`src/rtl/sram_pkg.sv`:
```
// Shared types and constants for the asynchronous SRAM port controller.
package sram_pkg;

  // Access sequencer states.
  typedef enum logic [1:0] {
    StIdle   = 2'd0,
    StSetup  = 2'd1,
    StAccess = 2'd2,
    StEnd    = 2'd3
  } state_e;

  // Width of the ACCESS-phase down-counter; bounds WAIT_STATES to 0..15.
  localparam int unsigned WAIT_CNT_W = 4;

  // Number of byte lanes for a given data width.
  function automatic int unsigned bytes(input int unsigned data_w);
    return data_w / 8;
  endfunction

endpackage

```
`src/rtl/sram_port_ctrl.sv`:
```
// Registered valid/ready controller for one external asynchronous SRAM.
// Every access runs IDLE -> SETUP -> ACCESS (WAIT_STATES+1 cycles) -> END -> IDLE.
// All pin outputs are driven straight from flops, so no strobe is ever gated by the clock.
module sram_port_ctrl
  import sram_pkg::*;
#(
  parameter int unsigned ADDR_W      = 16,
  parameter int unsigned DATA_W      = 16,
  parameter int unsigned WAIT_STATES = 1
) (
  input  logic                      CLK,
  input  logic                      RST_N,
  input  logic                      req_valid,
  output logic                      req_ready,
  input  logic                      req_write,
  input  logic [ADDR_W-1:0]         req_addr,
  input  logic [DATA_W-1:0]         req_wdata,
  input  logic [bytes(DATA_W)-1:0]  req_be,
  output logic                      rsp_valid,
  output logic [DATA_W-1:0]         rsp_rdata,
  output logic                      CE,
  output logic                      OE,
  output logic                      WR,
  output logic [bytes(DATA_W)-1:0]  BE_PINS,
  output logic [ADDR_W-1:0]         ADDRESS_PINS,
  output logic [DATA_W-1:0]         DATA_OUT_PINS,
  output logic                      DATA_OE,
  input  logic [DATA_W-1:0]         DATA_IN_PINS
);

  localparam int unsigned BeW = bytes(DATA_W);
  localparam logic [WAIT_CNT_W-1:0] WaitLoad = WAIT_CNT_W'(WAIT_STATES);

  if ((DATA_W % 8) != 0 || DATA_W == 0) begin : g_bad_data_w
    $error("sram_port_ctrl: DATA_W must be a non-zero multiple of 8");
  end
  if (WAIT_STATES > 15) begin : g_bad_wait_states
    $error("sram_port_ctrl: WAIT_STATES must be in 0..15");
  end

  state_e                state_q;
  logic [BeW-1:0]        be_q;
  logic                  write_q;
  logic [WAIT_CNT_W-1:0] wait_cnt_q;

  // Ready depends on state only, never on req_valid.
  assign req_ready = (state_q == StIdle);

  // Sequencer with registered pin outputs; each branch sets the pin levels of the state entered.
  always_ff @(posedge CLK or negedge RST_N) begin
    if (!RST_N) begin
      state_q       <= StIdle;
      CE            <= 1'b1;
      OE            <= 1'b1;
      WR            <= 1'b1;
      BE_PINS       <= '1;
      DATA_OE       <= 1'b0;
      rsp_valid     <= 1'b0;
      rsp_rdata     <= '0;
      ADDRESS_PINS  <= '0;
      DATA_OUT_PINS <= '0;
      be_q          <= '0;
      write_q       <= 1'b0;
      wait_cnt_q    <= '0;
    end else begin
      rsp_valid <= 1'b0;
      unique case (state_q)
        StIdle: begin
          if (req_valid) begin
            ADDRESS_PINS  <= req_addr;
            DATA_OUT_PINS <= req_wdata;
            be_q          <= req_be;
            write_q       <= req_write;
            state_q       <= StSetup;
            CE            <= 1'b0;
            OE            <= req_write;
            WR            <= 1'b1;
            BE_PINS       <= ~req_be;
            DATA_OE       <= req_write;
          end
        end
        StSetup: begin
          state_q    <= StAccess;
          wait_cnt_q <= WaitLoad;
          // A write with no lanes enabled still runs the sequence but never strobes WR.
          WR         <= ~(write_q & (|be_q));
        end
        StAccess: begin
          if (wait_cnt_q == '0) begin
            state_q   <= StEnd;
            CE        <= 1'b1;
            OE        <= 1'b1;
            WR        <= 1'b1;
            BE_PINS   <= '1;
            rsp_valid <= 1'b1;
            if (!write_q) begin
              rsp_rdata <= DATA_IN_PINS;
            end
          end else begin
            wait_cnt_q <= wait_cnt_q - 1'b1;
          end
        end
        StEnd: begin
          // Write data stays driven through END as the hold/turnaround cycle.
          state_q <= StIdle;
          DATA_OE <= 1'b0;
        end
        default: begin
          state_q <= StIdle;
        end
      endcase
    end
  end

endmodule

```
`config.mk`:
```
export PLATFORM = sky130hd
export DESIGN_NAME = sram_port_ctrl
export DESIGN_NICKNAME = d
export VERILOG_FILES = /design/src/rtl/sram_pkg.sv /design/src/rtl/sram_port_ctrl.sv
export SDC_FILE = /design/constraint.sdc
export NUM_CORES = 1
export LEC_CHECK = 0
export CAP_MARGIN = 10
export CORE_AREA = 2 2 90 92
export CTS_BUF_LIST = sky130_fd_sc_hd__clkbuf_4 sky130_fd_sc_hd__clkbuf_8 sky130_fd_sc_hd__clkbuf_16
export CTS_CLUSTER_DIAMETER = 120
export CTS_CLUSTER_SIZE = 40
export DETAILED_ROUTE_END_ITERATION = 10
export DIE_AREA = 0 0 92 94
export MAX_ROUTING_LAYER = met4
export PLACE_DENSITY_LB_ADDON = 0.12
export SLEW_MARGIN = 20
export SYNTH_ARGS = -nofsm -noshare
export SYNTH_HDL_FRONTEND = slang
export SYNTH_SLANG_ARGS = --single-unit
```
`constraint.sdc`:
```
create_clock -name CLK -period 2.65 [get_ports CLK]
set_clock_uncertainty 0.05 [all_clocks]
set_input_delay 0.53 -clock CLK [delete_from_list [all_inputs] [get_ports CLK]]
set_output_delay 0.53 -clock CLK [all_outputs]
set_load 0.05 [all_outputs]
```
==> Word level (Yosys, flattened, before mapping) <==
Cells that the tools add are included.
{ "totals": {"regBits": 64, "inputBits": 54, "word_cells": 55} }
{ "op_classes": {"n_addsub": 1, "eq_ne": 6, "muxes": 17, "n_bitwise": 4, "n_reduce_logical": 14} }
{ "ops": {"columns": ["cell", "count"], "rows": [
  ["AND reduction 3 bit", 3],
  ["one-hot mux 2 bit (4 select lines)", 1],
  ["one-hot mux 4 bit (2 select lines)", 1],
  ["AND reduction 2 bit", 4],
  ["two-way mux 1 bit", 6],
  ["two-way mux 2 bit", 3],
  ["inequality test 2 bit (second input constant)", 3],
  ["one-hot mux 1 bit (2 select lines)", 3],
  ["nonzero test 2 bit", 3],
  ["equality test 2 bit (second input constant)", 2],
  ["logical NOT 4 bit", 1],
  ["two-way mux 4 bit", 1],
  ["one-hot mux 2 bit (2 select lines)", 1],
  ["subtractor 4 x 1 -> 4 bit (second input constant)", 1],
  ["one-hot mux 1 bit (3 select lines)", 1],
  ["nonzero test 3 bit", 1],
  ["equality test 2 x 1 -> 1 bit (second input constant)", 1],
  ["logical NOT 2 bit", 1],
  ["inverter 1 bit", 2],
  ["inverter 2 bit", 1],
  ["OR reduction 2 bit", 1],
  ["bitwise AND 1 bit", 1]
]} }

==> Longest topological paths before layout <==
{ "depth": {"ltp_word": 4, "ltp_mapped": 6} }

==> Least setup slack after synthesis <==
Ideal clock, no wire load.
{ "synth_timing": {"path_type": "flip-flop to flip-flop", "start": "reg state_q[0]", "end": "reg ADDRESS_PINS[0]", "t_arrival_ns": 1.890, "required_time_ns": 2.475, "setup_slack_ns": 0.585, "path_stages_with_launch": 7, "n_path_buf": 2, "synth_period_minus_slack_ns": 2.065, "path_cell_list": "dfrtp_1 > inv_1 > ha_1 > buf_2 > nand2_1 > buf_2 > mux2_2"} }
{ "synth_between": {"elab_chain_cells": 2} }
{ "synth_lines": {"columns": ["item", "line_no", "rtl"], "rows": [
  ["start, declared", "sram_port_ctrl.sv:41", "state_e state_q;"],
  ["start signal, assigned", "sram_port_ctrl.sv:52", "state_q <= StIdle;"],
  ["start signal, assigned", "sram_port_ctrl.sv:74", "state_q <= StSetup;"],
  ["start signal, assigned", "sram_port_ctrl.sv:83", "state_q <= StAccess;"],
  ["logical NOT 2 bit", null, null],
  ["via req_ready", "sram_port_ctrl.sv:14", "output logic req_ready,"],
  ["AND reduction 2 bit (no source line)", null, null],
  ["end signal, assigned", "sram_port_ctrl.sv:70", "ADDRESS_PINS <= req_addr;"],
  ["end, declared", "sram_port_ctrl.sv:25", "output logic [ADDR_W-1:0] ADDRESS_PINS,"]
]} }
The timed path passes the listed nets, and every way through them passes these cells.
A chain may end at the register's enable or synchronous reset.

==> Final worst setup path <==
{ "layout_timing": {"start": "reg state_q[0]", "end": "out req_ready"} }
{ "layout_between": {"elab_chain_cells": 1} }
{ "layout_lines": {"columns": ["item", "line_no", "rtl"], "rows": [
  ["logical NOT 2 bit", "sram_port_ctrl.sv:47", "assign req_ready = (state_q == StIdle);"],
  ["end, declared", "sram_port_ctrl.sv:14", null]
]} }
No other way between the ends.

==> impl_metrics.csv <==
group,metric,value,unit
setup_path,max_stage_delay,0.82,ns
setup_path,cp.arrival,1.87,ns
clock_tree,clock_tree.root_cell,"sky130_fd_sc_hd__clkbuf_8",
global_routing,gr-total-overflow,0,
global_routing,grt.met3_usage,0.05939,
setup_path,crit_chain,"inv_1, ha_1, clkdlybuf4s50_1",
logic_synthesis,synth.cell_area,0.002600,sq mm
setup_path,critical-path-top-delay-family,"buffers and inverters",
logic_synthesis,ys_async_sr_fraction,1.000,
placed_design,globalplace.congestion,0.7843,
logic_synthesis,synth_seq_area_share,0.6184,
sta,maxClockFrequency,0.4074,GHz
power,pwr-share-comb,0.573,
setup_path,criticalPathCategory,"flop to output pin",
cells_and_area,layout-drive-gt1-share,0.2761,
drt,route.vias.total,1837,
drt,ant_nets,0,
global_routing,globalRouteTotalUtil,0.1537,
cells_and_area,antenna_cells,0,
global_routing,global_route.peak_usage_layer,"met2",
hold_path,min-delay-path-class,"input port to asynchronous set/reset pin",
floorplanning,io_pins,110,
setup_path,crit_path_start_kind,"flop",
outcome,outcome,"completed",
drt,drt-pass1-iter-count,4,
floorplanning,floorplan.initialDensity,0.3418,
drt,avgViaCountPerCell,4.604,
clock_tree,post_cts_resize_count,0,
logic_synthesis,mappedNetlistNets,232,
logic_synthesis,ys_warn_count,0,
sta,timing.final.crit_share,0.9263,
setup_path,regToRegEndpoint,"rsp_rdata[12]$_DFFE_PN0P_",
global_routing,use_met2,0.2396,
sta,fin_tns_setup,0,ns
clock_tree,clk_latency,0.34,ns
clock_tree,cts_tree,"yes",
cells_and_area,layout.nets,351,
floorplanning,die_span_in_x,92,um
clock_tree,post_cts.repair.setup_buffers,0,
power,total_leakage_power,1.696,nW
cells_and_area,most_common_cell_after_layout_fill_and_taps_aside,"sky130_fd_sc_hd__clkdlybuf4s50_1",
power,pwr-share-seq,0.279,
power,switching_power,2.816,mW
sta,max-slew-margin-rel,0.6460,
cells_and_area,mostFrequentLayoutCells,"108 x sky130_fd_sc_hd__clkdlybuf4s50_1, 59 x sky130_fd_sc_hd__dfrtp_1, 51 x sky130_fd_sc_hd__mux2_2, 9 x sky130_fd_sc_hd__clkbuf_8",
setup_path,cp.required,2.07,ns
global_routing,use_met1,0.1749,
setup_path,timing.critical_path.depth,3,
clock_tree,cts_inserted_buffers,9,
drt,drc_errors,0,
clock_tree,clock-sinks,64,
global_routing,antenna_found_initial,0,
cells_and_area,layout-area-overhead-vs-synth,56.21,%
floorplanning,core,0.007607,sq mm
power,max-vdd-ir-drop,0.7562,mV
logic_synthesis,yosys_register_bits,64,
sta,min_period,2.455,ns
power,swShare,0.4524,
setup_path,endpoint,"req_ready",
sta,hold_viol,0,
drt,drt_wl_cell,14.84,um
sta,timing_max_transition_violations_final,0,
setup_path,critPathMaxFanout,4,
global_routing,grt_max_degree,44,
setup_path,r2r-start,"wait_cnt_q[0]$_DFFE_PN0P_",
power,total_power,6.225,mW
floorplanning,floorplan.die.height,94,um
setup_path,timing.critical_path.slowest_stage_cell,"sky130_fd_sc_hd__clkdlybuf4s50_1",
cells_and_area,final_core_util,0.5339,
job,maxCapViolCount,0,
drt,dr.first_iter.drc_count,91,
sta,final-setup-viol-count,0,
clock_tree,htreeDepth,3,
logic_synthesis,yosys.cell_types.count,32,
floorplanning,rows,32,
setup_path,reg2regPathDepth,5,
sta,worst-slew-pin-transition,0.5294,ns
logic_synthesis,number_of_flops_mapped_to_enable_cells_by_yosys,0,
floorplanning,die_area,0.008648,sq mm
setup_path,ff2ff_setup_slack,0.70,ns
sta,rsz0062_at_grt,"no",
clock_tree,cts_max_path_buffers,2,
logic_synthesis,syn_inst,173,
placed_design,port_buffers,109,
power,p_per_area,1533,mW/mm^2
global_routing,first_pass_grt_wire_length,9853,um
clock_tree,clk_pin_slew,0.07,ns
clock_tree,hold_buffers,0,
setup_path,timing.critical_path.from,"state_q[0]$_DFFE_PN0P_",
logic_synthesis,synth_top_flop_cell,"sky130_fd_sc_hd__dfrtp_1",
power,p_int,3.408,mW
setup_path,path_buf_inv,2,
placed_design,half_perimeter_wire_length_of_the_detailed_placement_result,4228,um
global_routing,via_count_of_the_first_global_routing_pass,1983,
setup_path,setup.worst_path.end_class,"output pin",
logic_synthesis,syn-mean-instance-area,15.03,sq um
drt,postRouteWirelength,5920,um
cells_and_area,fill_cell_count,671,
power,power.clock.fraction,0.148,
[how the worst min path moves through the flow]
stage,from,endpoint,slack [ns],cells past startpoint
finish,RST_N,ADDRESS_PINS[0]$_DFFE_PN0P_,0.11,1
global route,RST_N,ADDRESS_PINS[0]$_DFFE_PN0P_,0.13,1
CTS,RST_N,ADDRESS_PINS[0]$_DFFE_PN0P_,0.11,1
detailed placement,wait_cnt_q[0]$_DFFE_PN0P_,wait_cnt_q[0]$_DFFE_PN0P_,0.43,1
global placement,wait_cnt_q[0]$_DFFE_PN0P_,wait_cnt_q[0]$_DFFE_PN0P_,0.43,1
floorplan,RST_N,ADDRESS_PINS[0]$_DFFE_PN0P_,0.18,0
[flip-flops by register name, summed over array words and instances (netlist names)]
signal         count
wait_cnt_q         4
CE                 1
WR                 1
write_q            1
DATA_OUT_PINS     16
BE_PINS            2
be_q               2
rsp_rdata         16
rsp_valid          1
state_q            2
ADDRESS_PINS      16
OE                 1
DATA_OE            1
[cell usage after synthesis, types with 2 or more instances]
master | number | area share
sky130_fd_sc_hd__dfrtp_1 | 59 | 0.57
sky130_fd_sc_hd__mux2_2 | 51 | 0.22
sky130_fd_sc_hd__inv_1 | 6 | 0.0087
sky130_fd_sc_hd__nor2_1 | 6 | 0.0087
sky130_fd_sc_hd__dfstp_2 | 5 | 0.051
sky130_fd_sc_hd__ha_1 | 5 | 0.024
sky130_fd_sc_hd__nand2_1 | 5 | 0.0072
sky130_fd_sc_hd__o22a_1 | 5 | 0.017
sky130_fd_sc_hd__buf_2 | 4 | 0.0077
sky130_fd_sc_hd__mux2i_1 | 3 | 0.012
sky130_fd_sc_hd__a21oi_1 | 2 | 0.0039
sky130_fd_sc_hd__a31oi_1 | 2 | 0.0048
[power by group through the flow]
stage	Combinational (mW)	Clock [mW]	Sequential, mW
3_3_place_gp	3.58	0	1.73
4_1_cts	3.61	0.959	1.74
2_1_floorplan	0.981	0	3.18
5_1_grt	3.74	0.999	1.81
6_report	3.57	0.922	1.74
3_5_place_dp	3.60	0	1.75
[through the flow]
stage	cells	hold WS, ns	area, sq um	worst slack [ns]
after global routing	399	0.1346	4061	0.1030
after detailed placement	383	0.4267	3841	0.5554
after global placement	383	0.4268	3841	0.5736
after floorplan	173	0.1844	2600	0.5853
final	399	0.1108	4061	0.1952
after CTS	399	0.1117	4061	0.1676
[layout make-up]
cell class / instances / area (sq um) / share of cell area
clock inverter: 7 / 96.34 / 0.02372
tap: 102 / 127.6 / 0.03142
clock buffer: 9 / 123.9 / 0.03050
sequential: 64 / 1608 / 0.3959
timing repair buffer: 114 / 1149 / 0.2828
multi-input combinational: 97 / 934.6 / 0.2301
inverter: 6 / 22.52 / 0.005545
[worst reg2reg max path: stages, from the launching register on]
cell and delay [ns]:
sky130_fd_sc_hd__dfrtp_1 0.40, sky130_fd_sc_hd__inv_1 0.08, sky130_fd_sc_hd__ha_1 0.23, sky130_fd_sc_hd__nand4bb_1 0.22, sky130_fd_sc_hd__nor2_4 0.46, sky130_fd_sc_hd__mux2_2 0.40
[routing by layer]
metal | share of wire | vias to the layer above
met1 | 0.41 | 901
met2 | 0.49 | 71
li1 | - | 855
met4 | 0.024 | 0
met3 | 0.072 | 10
met5 | 0 | -
[logic make-up (layout without fill, tap and decap cells)]
family | after synthesis | count (layout) | share of synthesized area
compound gates | 18 | 18 | 0.05583
fa+ha+maj | 5 | 5 | 0.02406
buf+inv | 12 | 136 | 0.02213
flops | 64 | 64 | 0.6184
mux | 55 | 55 | 0.2368
simple gates | 19 | 19 | 0.04283
(Power assumes the default switching activity.)
